`src/rtl/mips_cpu_pkg.sv`:
```
// Shared MIPS core types: memory op encoding, LSU FSM states, byte-enable masks.
// Also used by the core decoder.
package mips_cpu_pkg;

    typedef enum logic [3:0] {
        OP_FETCH = 4'd0,
        OP_LW    = 4'd1,
        OP_LB    = 4'd2,
        OP_LBU   = 4'd3,
        OP_LH    = 4'd4,
        OP_LHU   = 4'd5,
        OP_LWL   = 4'd6,
        OP_LWR   = 4'd7,
        OP_SW    = 4'd8,
        OP_SH    = 4'd9,
        OP_SB    = 4'd10
    } mem_op_t;

    typedef enum logic [1:0] {
        S_IDLE = 2'd0,
        S_BUS  = 2'd1,
        S_DATA = 2'd2,
        S_RESP = 2'd3
    } lsu_state_t;

    localparam logic [3:0] BE_BYTE = 4'b0001;
    localparam logic [3:0] BE_HALF = 4'b0011;
    localparam logic [3:0] BE_WORD = 4'b1111;

    function automatic logic is_store(input mem_op_t op);
        return (op == OP_SW) || (op == OP_SH) || (op == OP_SB);
    endfunction

    // LWL/LWR and byte ops are legal at any offset.
    function automatic logic is_misaligned(input mem_op_t op, input logic [1:0] k);
        case (op)
            OP_FETCH, OP_LW, OP_SW: return k != 2'b00;
            OP_LH, OP_LHU, OP_SH:   return k[0];
            default:                return 1'b0;
        endcase
    endfunction

endpackage

```
`src/rtl/mips_cpu_bus_lsu_if.sv`:
```
// Core request/response channel plus Avalon-MM master signals of the LSU.
interface mips_cpu_bus_lsu_if
    import mips_cpu_pkg::*;
#(
    parameter int ADDR_WIDTH = 32
);
    logic                  req_valid;
    logic                  req_ready;
    mem_op_t               req_op;
    logic [ADDR_WIDTH-1:0] req_addr;
    logic [31:0]           req_wdata;
    logic [31:0]           req_rt_old;
    logic                  rsp_valid;
    logic [31:0]           rsp_data;
    logic                  rsp_error;
    logic [ADDR_WIDTH-1:0] address;
    logic                  read;
    logic                  write;
    logic [3:0]            byteenable;
    logic [31:0]           writedata;
    logic                  waitrequest;
    logic [31:0]           readdata;

    modport master (
        input  req_valid, req_op, req_addr, req_wdata, req_rt_old, waitrequest, readdata,
        output req_ready, rsp_valid, rsp_data, rsp_error,
               address, read, write, byteenable, writedata
    );

    modport slave (
        output req_valid, req_op, req_addr, req_wdata, req_rt_old, waitrequest, readdata,
        input  req_ready, rsp_valid, rsp_data, rsp_error,
               address, read, write, byteenable, writedata
    );

endinterface

```
`src/rtl/mips_cpu_bus_lane.sv`:
```
// Combinational byte-lane logic: store byteenable/writedata replication and
// load extract/extend plus the LWL/LWR merge with the old rt value.
module mips_cpu_bus_lane
    import mips_cpu_pkg::*;
(
    input  mem_op_t     i_op,
    input  logic [1:0]  i_k,
    input  logic [31:0] i_wdata,
    input  logic [31:0] i_rdata,
    input  logic [31:0] i_rt_old,
    output logic [3:0]  o_be,
    output logic [31:0] o_wdata,
    output logic [31:0] o_rdata
);
    logic [7:0]  w_byte;
    logic [15:0] w_half;
    logic [4:0]  w_shl;
    logic [4:0]  w_shr;

    always_comb begin
        w_byte  = 8'(i_rdata >> {i_k, 3'b000});
        w_half  = i_k[1] ? i_rdata[31:16] : i_rdata[15:0];
        // 8*(3-k) for LWL and 8*k for LWR
        w_shl   = {~i_k, 3'b000};
        w_shr   = {i_k, 3'b000};
        o_be    = BE_WORD;
        o_wdata = i_wdata;
        o_rdata = i_rdata;
        case (i_op)
            OP_SB: begin
                o_be    = BE_BYTE << i_k;
                o_wdata = {4{i_wdata[7:0]}};
            end
            OP_SH: begin
                o_be    = BE_HALF << i_k;
                o_wdata = {2{i_wdata[15:0]}};
            end
            OP_LB:  o_rdata = {{24{w_byte[7]}}, w_byte};
            OP_LBU: o_rdata = {24'h0, w_byte};
            OP_LH:  o_rdata = {{16{w_half[15]}}, w_half};
            OP_LHU: o_rdata = {16'h0, w_half};
            OP_LWL: o_rdata = (i_rdata << w_shl) | (i_rt_old & ~(32'hFFFF_FFFF << w_shl));
            OP_LWR: o_rdata = (i_rdata >> w_shr) | (i_rt_old & ~(32'hFFFF_FFFF >> w_shr));
            default: ;
        endcase
    end

endmodule

```
`src/rtl/mips_cpu_bus_lsu.sv`:
```
// Avalon-MM load/store front-end for the multicycle MIPS core: one request at a
// time, waitrequest stalls with optional timeout, misalignment errors.
module mips_cpu_bus_lsu
    import mips_cpu_pkg::*;
#(
    parameter int ADDR_WIDTH = 32,
    parameter int MAX_WAIT   = 64,
    parameter int CNT_WIDTH  = (MAX_WAIT > 0) ? $clog2(MAX_WAIT + 1) : 1
) (
    input  logic               clk,
    input  logic               reset,
    mips_cpu_bus_lsu_if.master bus
);
    lsu_state_t            r_state, w_next;
    mem_op_t               r_op;
    logic [ADDR_WIDTH-1:0] r_addr;
    logic [31:0]           r_wdata;
    logic [31:0]           r_rt_old;
    logic [31:0]           r_rdata;
    logic [CNT_WIDTH-1:0]  r_cnt;
    logic                  r_err;
    logic                  w_timeout;
    logic                  w_store;
    logic [3:0]            w_be;
    logic [31:0]           w_wdata;
    logic [31:0]           w_rdata;

    assign w_store = is_store(r_op);

    mips_cpu_bus_lane u_lane (
        .i_op     (r_op),
        .i_k      (r_addr[1:0]),
        .i_wdata  (r_wdata),
        .i_rdata  (r_rdata),
        .i_rt_old (r_rt_old),
        .o_be     (w_be),
        .o_wdata  (w_wdata),
        .o_rdata  (w_rdata)
    );

    always_ff @(posedge clk) begin
        if (reset) begin
            r_state  <= S_IDLE;
            r_op     <= OP_FETCH;
            r_addr   <= '0;
            r_wdata  <= '0;
            r_rt_old <= '0;
            r_rdata  <= '0;
            r_cnt    <= '0;
            r_err    <= 1'b0;
        end else begin
            r_state <= w_next;
            case (r_state)
                S_IDLE: if (bus.req_valid) begin
                    r_op     <= bus.req_op;
                    r_addr   <= bus.req_addr;
                    r_wdata  <= bus.req_wdata;
                    r_rt_old <= bus.req_rt_old;
                    r_err    <= is_misaligned(bus.req_op, bus.req_addr[1:0]);
                    r_cnt    <= '0;
                end
                S_BUS: begin
                    if (bus.waitrequest) r_cnt <= r_cnt + 1'b1;
                    if (w_timeout)       r_err <= 1'b1;
                end
                S_DATA:  r_rdata <= bus.readdata;
                default: ;
            endcase
        end
    end

    always_comb begin
        w_next    = r_state;
        w_timeout = 1'b0;
        case (r_state)
            S_IDLE: if (bus.req_valid)
                w_next = is_misaligned(bus.req_op, bus.req_addr[1:0]) ? S_RESP : S_BUS;
            S_BUS: begin
                if (!bus.waitrequest) begin
                    w_next = w_store ? S_RESP : S_DATA;
                end else if (MAX_WAIT != 0 && r_cnt == CNT_WIDTH'(MAX_WAIT - 1)) begin
                    // this stalled cycle is number MAX_WAIT: abandon the transfer
                    w_next    = S_RESP;
                    w_timeout = 1'b1;
                end
            end
            S_DATA:  w_next = S_RESP;
            default: w_next = S_IDLE;
        endcase

        bus.req_ready  = (r_state == S_IDLE);
        bus.rsp_valid  = (r_state == S_RESP);
        bus.rsp_error  = (r_state == S_RESP) && r_err;
        bus.rsp_data   = (r_state == S_RESP && !r_err && !w_store) ? w_rdata : 32'h0;
        bus.read       = (r_state == S_BUS) && !w_store;
        bus.write      = (r_state == S_BUS) && w_store;
        bus.address    = (r_state == S_BUS) ? {r_addr[ADDR_WIDTH-1:2], 2'b00} : '0;
        bus.byteenable = (r_state == S_BUS) ? w_be : 4'h0;
        bus.writedata  = bus.write ? w_wdata : 32'h0;
    end

endmodule

```
`src/flat_wrapper.sv`:
```
// flat-port wrapper written by rule: the top's interface ports become plain ports
module mips_cpu_bus_lsu_flat import mips_cpu_pkg::*;
#(
    parameter int ADDR_WIDTH = 32,
    parameter int MAX_WAIT   = 64,
    parameter int CNT_WIDTH  = (MAX_WAIT > 0) ? $clog2(MAX_WAIT + 1) : 1
)
  (clk, reset, bus_req_valid, bus_req_op, bus_req_addr, bus_req_wdata, bus_req_rt_old, bus_waitrequest, bus_readdata, bus_req_ready, bus_rsp_valid, bus_rsp_data, bus_rsp_error, bus_address, bus_read, bus_write, bus_byteenable, bus_writedata);
  mips_cpu_bus_lsu_if #(.ADDR_WIDTH(ADDR_WIDTH)) bus_i ();
  input  logic clk;
  input  logic reset;
  input wire logic [$bits(bus_i.req_valid)-1:0] bus_req_valid;
  input wire logic [$bits(bus_i.req_op)-1:0] bus_req_op;
  input wire logic [$bits(bus_i.req_addr)-1:0] bus_req_addr;
  input wire logic [$bits(bus_i.req_wdata)-1:0] bus_req_wdata;
  input wire logic [$bits(bus_i.req_rt_old)-1:0] bus_req_rt_old;
  input wire logic [$bits(bus_i.waitrequest)-1:0] bus_waitrequest;
  input wire logic [$bits(bus_i.readdata)-1:0] bus_readdata;
  output wire logic [$bits(bus_i.req_ready)-1:0] bus_req_ready;
  output wire logic [$bits(bus_i.rsp_valid)-1:0] bus_rsp_valid;
  output wire logic [$bits(bus_i.rsp_data)-1:0] bus_rsp_data;
  output wire logic [$bits(bus_i.rsp_error)-1:0] bus_rsp_error;
  output wire logic [$bits(bus_i.address)-1:0] bus_address;
  output wire logic [$bits(bus_i.read)-1:0] bus_read;
  output wire logic [$bits(bus_i.write)-1:0] bus_write;
  output wire logic [$bits(bus_i.byteenable)-1:0] bus_byteenable;
  output wire logic [$bits(bus_i.writedata)-1:0] bus_writedata;
  assign bus_i.req_valid = bus_req_valid;
  assign bus_i.req_op = bus_req_op;
  assign bus_i.req_addr = bus_req_addr;
  assign bus_i.req_wdata = bus_req_wdata;
  assign bus_i.req_rt_old = bus_req_rt_old;
  assign bus_i.waitrequest = bus_waitrequest;
  assign bus_i.readdata = bus_readdata;
  assign bus_req_ready = bus_i.req_ready;
  assign bus_rsp_valid = bus_i.rsp_valid;
  assign bus_rsp_data = bus_i.rsp_data;
  assign bus_rsp_error = bus_i.rsp_error;
  assign bus_address = bus_i.address;
  assign bus_read = bus_i.read;
  assign bus_write = bus_i.write;
  assign bus_byteenable = bus_i.byteenable;
  assign bus_writedata = bus_i.writedata;
  mips_cpu_bus_lsu #(.ADDR_WIDTH(ADDR_WIDTH), .MAX_WAIT(MAX_WAIT), .CNT_WIDTH(CNT_WIDTH)) u_core (.clk(clk), .reset(reset), .bus(bus_i));
endmodule
```
`config.mk`:
```
export PLATFORM = sky130hd
export DESIGN_NAME = mips_cpu_bus_lsu_flat
export DESIGN_NICKNAME = d
export VERILOG_FILES = /design/src/rtl/mips_cpu_pkg.sv /design/src/rtl/mips_cpu_bus_lsu_if.sv /design/src/rtl/mips_cpu_bus_lane.sv /design/src/rtl/mips_cpu_bus_lsu.sv /design/src/flat_wrapper.sv
export SDC_FILE = /design/constraint.sdc
export NUM_CORES = 1
export LEC_CHECK = 0
export CORE_MARGIN = 2
export CORE_UTILIZATION = 40
export CTS_CLUSTER_SIZE = 20
export DETAILED_ROUTE_END_ITERATION = 6
export PLACE_DENSITY = 0.77
export SETUP_SLACK_MARGIN = 0.05
export SYNTH_ARGS = -nofsm -noshare
export SYNTH_HDL_FRONTEND = slang
export SYNTH_SLANG_ARGS = --single-unit
export TNS_END_PERCENT = 20
```
`constraint.sdc`:
```
create_clock -name clk -period 2.2 [get_ports clk]
set_input_delay 0.44 -clock clk [delete_from_list [all_inputs] [get_ports clk]]
set_output_delay 0.44 -clock clk [all_outputs]
set_load 0.01 [all_outputs]
```
# Word-level counts from Yosys, hierarchy flattened

Cells that the tools add are included.

Register bits: 142
Input bits: 136
Logic and storage cells: 88

Add/subtract/negate cells: 1
Equality and inequality tests: 22
Shift operators: 6
Mux-type cells: 25
Bitwise gates (word level): 7
Reduce and logical (&&, ||, !) cells: 19

Operator list:

| operator                                                               | count |
|---|---|
| 32-bit case mux with 6 select lines                                    | 1 |
| 32-bit 2-to-1 mux                                                      | 3 |
| 32-bit bitwise AND                                                     | 2 |
| 32-bit NOT                                                             | 2 |
| 32-bit OR                                                              | 2 |
| 32-bit case mux with 2 select lines                                    | 1 |
| 32-bit by 5-bit left shift with 32-bit output                          | 1 |
| 32-bit by 5-bit left shift with 32-bit output (first input constant)   | 1 |
| 32-bit by 5-bit right shift with 32-bit output                         | 1 |
| 32-bit by 5-bit right shift with 32-bit output (first input constant)  | 1 |
| 4-bit by 3-bit equality test with 1-bit output (second input constant) | 6 |
| 4-bit equality test (second input constant)                            | 5 |
| 16-bit 2-to-1 mux                                                      | 1 |
| 7-bit 2-to-1 mux                                                       | 2 |
| 7-bit case mux with 2 select lines                                     | 1 |
| 4-bit by 2-bit equality test with 1-bit output (second input constant) | 2 |
| 2-bit 2-to-1 mux                                                       | 4 |
| 4-bit case mux with 2 select lines                                     | 1 |
| 7-bit by 1-bit adder with 7-bit output (second input constant)         | 1 |
| 7-bit by 6-bit equality test with 1-bit output (second input constant) | 1 |
| 1-bit 2-to-1 mux                                                       | 7 |
| 2-bit case mux with 3 select lines                                     | 1 |
| 3-bit AND reduction                                                    | 2 |
| 3-bit OR reduction                                                     | 2 |
| 18 further kinds                                                       | 29 |

# Longest topological paths before layout

Gate-level depths: netlist of run 1.

Depth in word-level cells: 8
Mapped depth: 7
Mapped depth without buffers: 6

# Cells and area by module

From an unflattened synthesis of run 1, not the netlist that was laid out.

Cells, all modules: 1,067
Area, all modules: 8,212.9 um^2

By module, submodules not included:

| module            | times used | cells an instance | area an instance (um^2) |
|---|---|---|---|
| mips_cpu_bus_lsu  | 1          | 728               | 5,885.6 |
| mips_cpu_bus_lane | 1          | 339               | 2,327.2 |

# Worst setup path before layout of run 1

Ideal clock, no wire load.

Path type: flip-flop to output port
Start: register u_core.r_addr[0]
End: output bus_rsp_data[21]
Arrival time: 1.637 ns
Data required time: 1.760 ns
Path slack: 0.123 ns
Stages on the path, launching flop included: 7
Buffers on the path: 2
Cells stage by stage: dfxtp_1 buf_6 mux4_2 nand2_2 o311ai_4 buf_6 o221a_1

Longest elaborated chain between the ends: 7
Elaborated cells on any way between the ends: 13
Classes of those cells: shift: 4; mux: 2; bitwise: 7

RTL lines:

| item                                          | RTL line                | RTL |
|---|---|---|
| from (decl)                                   | mips_cpu_bus_lsu.sv:16  | `logic [ADDR_WIDTH-1:0] r_addr;` |
| from (signal assigned)                        | mips_cpu_bus_lsu.sv:56  | `r_addr <= bus.req_addr;` |
| 2-bit NOT                                     | mips_cpu_bus_lane.sv:24 | `w_shl = {~i_k, 3'b000};` |
| 32-bit by 5-bit left shift with 32-bit output | mips_cpu_bus_lane.sv:42 | `OP_LWL: o_rdata = (i_rdata << w_shl) \| (i_rt_old & ~(32'hFFFF_FFFF << w_shl));` |
| 32-bit NOT                                    | mips_cpu_bus_lane.sv:42 |  |
| 32-bit bitwise AND                            | mips_cpu_bus_lane.sv:42 |  |
| 32-bit OR                                     | mips_cpu_bus_lane.sv:42 |  |
| 32-bit case mux with 6 select lines (*)       | mips_cpu_bus_lane.sv:29 | `case (i_op)` |
| 32-bit 2-to-1 mux (*)                         | mips_cpu_bus_lsu.sv:94  | `bus.rsp_data = (r_state == S_RESP && !r_err && !w_store) ? w_rdata : 32'h0;` |
| to (decl)                                     | flat_wrapper.sv:21      | `output wire logic [$bits(bus_i.rsp_data)-1:0] bus_rsp_data;` |

Every way passes the cells marked *; elsewhere a longest branch is shown, timed or not.

# Final worst setup path of run 1

Start: register u_core.r_addr[0]
End: output bus_rsp_data[25]

The elaborated chain is that of the path after synthesis.

==> impl_results.md, run 1 <==
* Largest net degree at the start of global routing at 62
* Num ports at between 200 and 250
* Status: finished, violations left
* FF-to-FF setup slack at around 0.25 ns
* Synthesized cell area at between 0.008 and 0.009 sq mm
* Initial core utilization at between 40% and 50%
* Rel. slew slack at ~53%
* Share of cells above drive strength 1 at about 29%
* Reg-to-Reg End: u_core.r_cnt[6]
* Number of fillers in the final layout at approximately 1700
* Ys async rst share at 0%
* Max-Cap Viols at 0
* Ant. Diodes at 0
* Main synth FF type: dfxtp_1
* Die Area at around 0.021 sq mm
* CP startpoint kind: flip-flop
* Syn_area_per_cell at ~7.7 sq um
* Failing checks: setup timing
* Final core utilization at between 60% and 70%
* Buffers on Ports at 238
* Max Freq at ~370 MHz
* Max clock buf depth at 2
* Worst EP required at 1.76 ns
* Crit Path Max Fanout at 5
* Worst-path cell chain: mux4_2 -> nand2_2 -> o311ai_4 -> buf_6 -> o221a_1 -> buf_2
* Clock Root Buffer: clkbuf_16
* CTS tree: yes
* DP Worst Slack at -0.437 ns
* First-pass GRT wire length at about 48000 microns
* Routability Congestion at 0.974
* #FFs+latches synth at ~140
* Initial DRC Count at just under 600
* Skew-Pair Late Insertion Delay at ~0.44 ns
* Hold Path Sink: u_core.r_addr[25]
* Total wire length at 30500 microns
* RSZ-0062 raised after global routing: true
* Antenna violations before repair at 0
* Mapped Cells at 1040
* # hold bufs at CTS at 0
* Final Cycle Share at 121%
* Via-to-Cell Ratio at roughly 5.5
* Crit end category: primary output
* Most frequent cells in the layout: nand2_1 (271), clkdlybuf4s50_1 (135), dfxtp_1 (135)
* Core Rows at 51
* Vias at 9087
* DR DRC count at 0
* Dpl hpwl at roughly 22000 microns
* Seq/Total Area, Yosys at between 30% and 40%
* Layout area overhead at 55.1%
* Layout Nets at approximately 1500
* Final Setup Violations at slightly below 70
* Setup ws final at -0.470 ns
* Die width at around 150 microns
* Vias in the first global route at about 9000
* Drt pass-1 iters at 5
* Worst VDD drop at around 0.00064 V
* H-tree depth at 4
* Critical Path AT at approximately 2.2 ns
* Final Max Tran Viols at 0
* DR WL/cell at approximately 18 microns
* Worst path max stage delay at 0.58 ns
* Clk_skew at about 0.013 ns
* PwrDens at slightly above 900 mW/mm^2
* Num Clock Sinks at roughly 140
* Yosys cell types at 58
* R2R Path Start: u_core.r_state[1]
* GRT Overall Usage at around 28%
* Most common cell after layout, fill and taps aside: nand2_1
* Overflow after GRT at 0
* Actual slew at the worst max-slew pin at 0.706 ns
* Register-to-Register Path Depth at 8
* Worst hold stages at 2
* Hold WC Path Type: flip-flop to flip-flop
* Yosys Warn Count at 0
* Clock Pin Slew Worst Setup and Hold Paths at around 0.060 ns
* Crit Path Class: flip-flop to primary output
* Hold Crit Start: u_core.r_addr[25]
* Lkg Pwr at about 5 nW
* Number of synthesized flops with an enable pin at 0
* Die Span Y at 146 microns
* Num CTS Buffers at 17
* CORE AREA at roughly 0.02 sq mm
* Fin crit period at around 2.7 ns
* Final antenna-violating net count at 0
* Slowest-stage cell, CP: mux4_2
* Hold Vio Cnt, Final at 0
[kinds of logic (layout without fill, tap and decap cells)]
kind of cell | after synthesis | after routing | synth area share [%]
buffers and inverters | 98 | 447 | 5.50
and+or+nand+nor | 451 | 451 | 24.6
muxes | 97 | 97 | 13.8
xor gates and xnor gates | 5 | 5 | 0.544
DFF | 142 | 142 | 35.3
other | 1 | 2 | 0.0466
AOI/OAI and AO/OA | 241 | 241 | 19.5
adders and majority gates | 5 | 5 | 0.777
[routing by layer]
layer	GRT usage, %	wire [microns]
met1	31.2	11800
met2	48.7	15100
met3	8.06	2540
met4	12.9	1150
met5	0	0
[stage by stage]
stage | TNS [ns] | instances | hold slack [ns] | instance area (sq um) | power (mW)
floorplan | 0 | 1041 | 0.432 | 8060 | 6.17
global placement | -13.55 | 1613 | 0.437 | 11700 | 8.37
detailed placement | -15.44 | 1613 | 0.442 | 11700 | 8.45
CTS | -18.42 | 1651 | 0.452 | 12500 | 11.6
global route | -23.26 | 1655 | 0.467 | 12500 | 12.3
finish | -17.74 | 1655 | 0.449 | 12500 | 11.6
[synth_stat cells, drive strengths merged (2+ instances only)]
master   count  share of area, %
a311oi       8              0.87
o221a       17               2.4
nand2      274                13
nand2b      10              0.78
ha           5              0.78
buf         34               2.5
o21a         2              0.19
dfxtp      142                35
nor2b       14               1.1
xnor2        2              0.22
nor3b        2              0.31
and2        43               3.3
mux2i       65               8.1
xor2         3              0.33
a31oi       18               1.4
o21ai       13              0.81
or2          2              0.16
o211ai       7              0.65
inv          7              0.33
a211oi      18               1.7
clkbuf      56               2.6
mux2        24               3.4
mux4         8               2.3
nor2        77               3.7
o211a        7              0.87
nand3       16              0.99
a21oi      128               8.0
nor4bb       2              0.25
o32ai       10               1.1
o2111ai      7              0.76
[worst max-delay path by stage]
stage          slack (ns)  cells past startpoint          endpoint        startpoint
3_3_place_gp        -0.45                      7  bus_rsp_data[15]    u_core.r_op[1]
4_1_cts             -0.46                      6   bus_rsp_data[1]  u_core.r_addr[0]
6_report            -0.47                      6  bus_rsp_data[25]  u_core.r_addr[0]
3_5_place_dp        -0.44                      7  bus_rsp_data[15]    u_core.r_op[1]
2_1_floorplan        0.12                      6  bus_rsp_data[21]  u_core.r_addr[0]
5_1_grt             -0.54                      7  bus_rsp_data[27]  u_core.r_addr[0]
[worst max-delay path, delay by kind of cell (launching register included)]
family                 cells  cell delay (ns)
AOI/OAI and AO/OA          2             0.38
muxes                      1             0.58
buffers and inverters      2             0.32
and+or+nand+nor            1             0.11
DFF                        1             0.40
[flip-flops by register name, summed over array words and instances, names as in the netlist]
name             count
u_core.r_rdata      32
u_core.r_err         1
u_core.r_addr       32
u_core.r_state       2
u_core.r_rt_old     32
u_core.r_op          4
u_core.r_wdata      32
u_core.r_cnt         7
[report_power, final]
part	internal, mW	leakage, nW	switching (mW)
registers	3.06	1.16	0.416
clock network	1.60	0.278	1.29
logic	2.47	3.61	2.81
[area by class of cell]
cell class	count	area [sq um]	share of cell area (%)
Inverter	8	33.8	0.270
Timing Repair Buffer	407	3620	29.0
Tap cell	265	332	2.65
Multi-Input combinational cell	801	5070	40.6
Sequential cell	142	2860	22.9
Clock inverter	14	149	1.19
Clock buffer	18	429	3.43
[what timing repair did]
action / 4_1_cts / 5_1_grt
pin swaps: 46 / 12
gates resized for setup: 399 / 57
cloned: 2 / 1
setup buffers: 5 / 3
endpoints found under the setup margin: 102 / 98
hold endpoints to repair: 0 / 0
No activity file was read; power rests on OpenSTA's default activity.
==> inputs of run 2 (changes only) <==
--- a/config.mk
+++ b/config.mk
@@ -7,6 +7,7 @@
 export LEC_CHECK = 0
 export CORE_MARGIN = 2
 export CORE_UTILIZATION = 40
+export CTS_CLUSTER_DIAMETER = 80
 export CTS_CLUSTER_SIZE = 20
 export DETAILED_ROUTE_END_ITERATION = 6
 export PLACE_DENSITY = 0.77
==> results of run 2 <==
Final layout, timing and power as in run 1 (identical DEF).
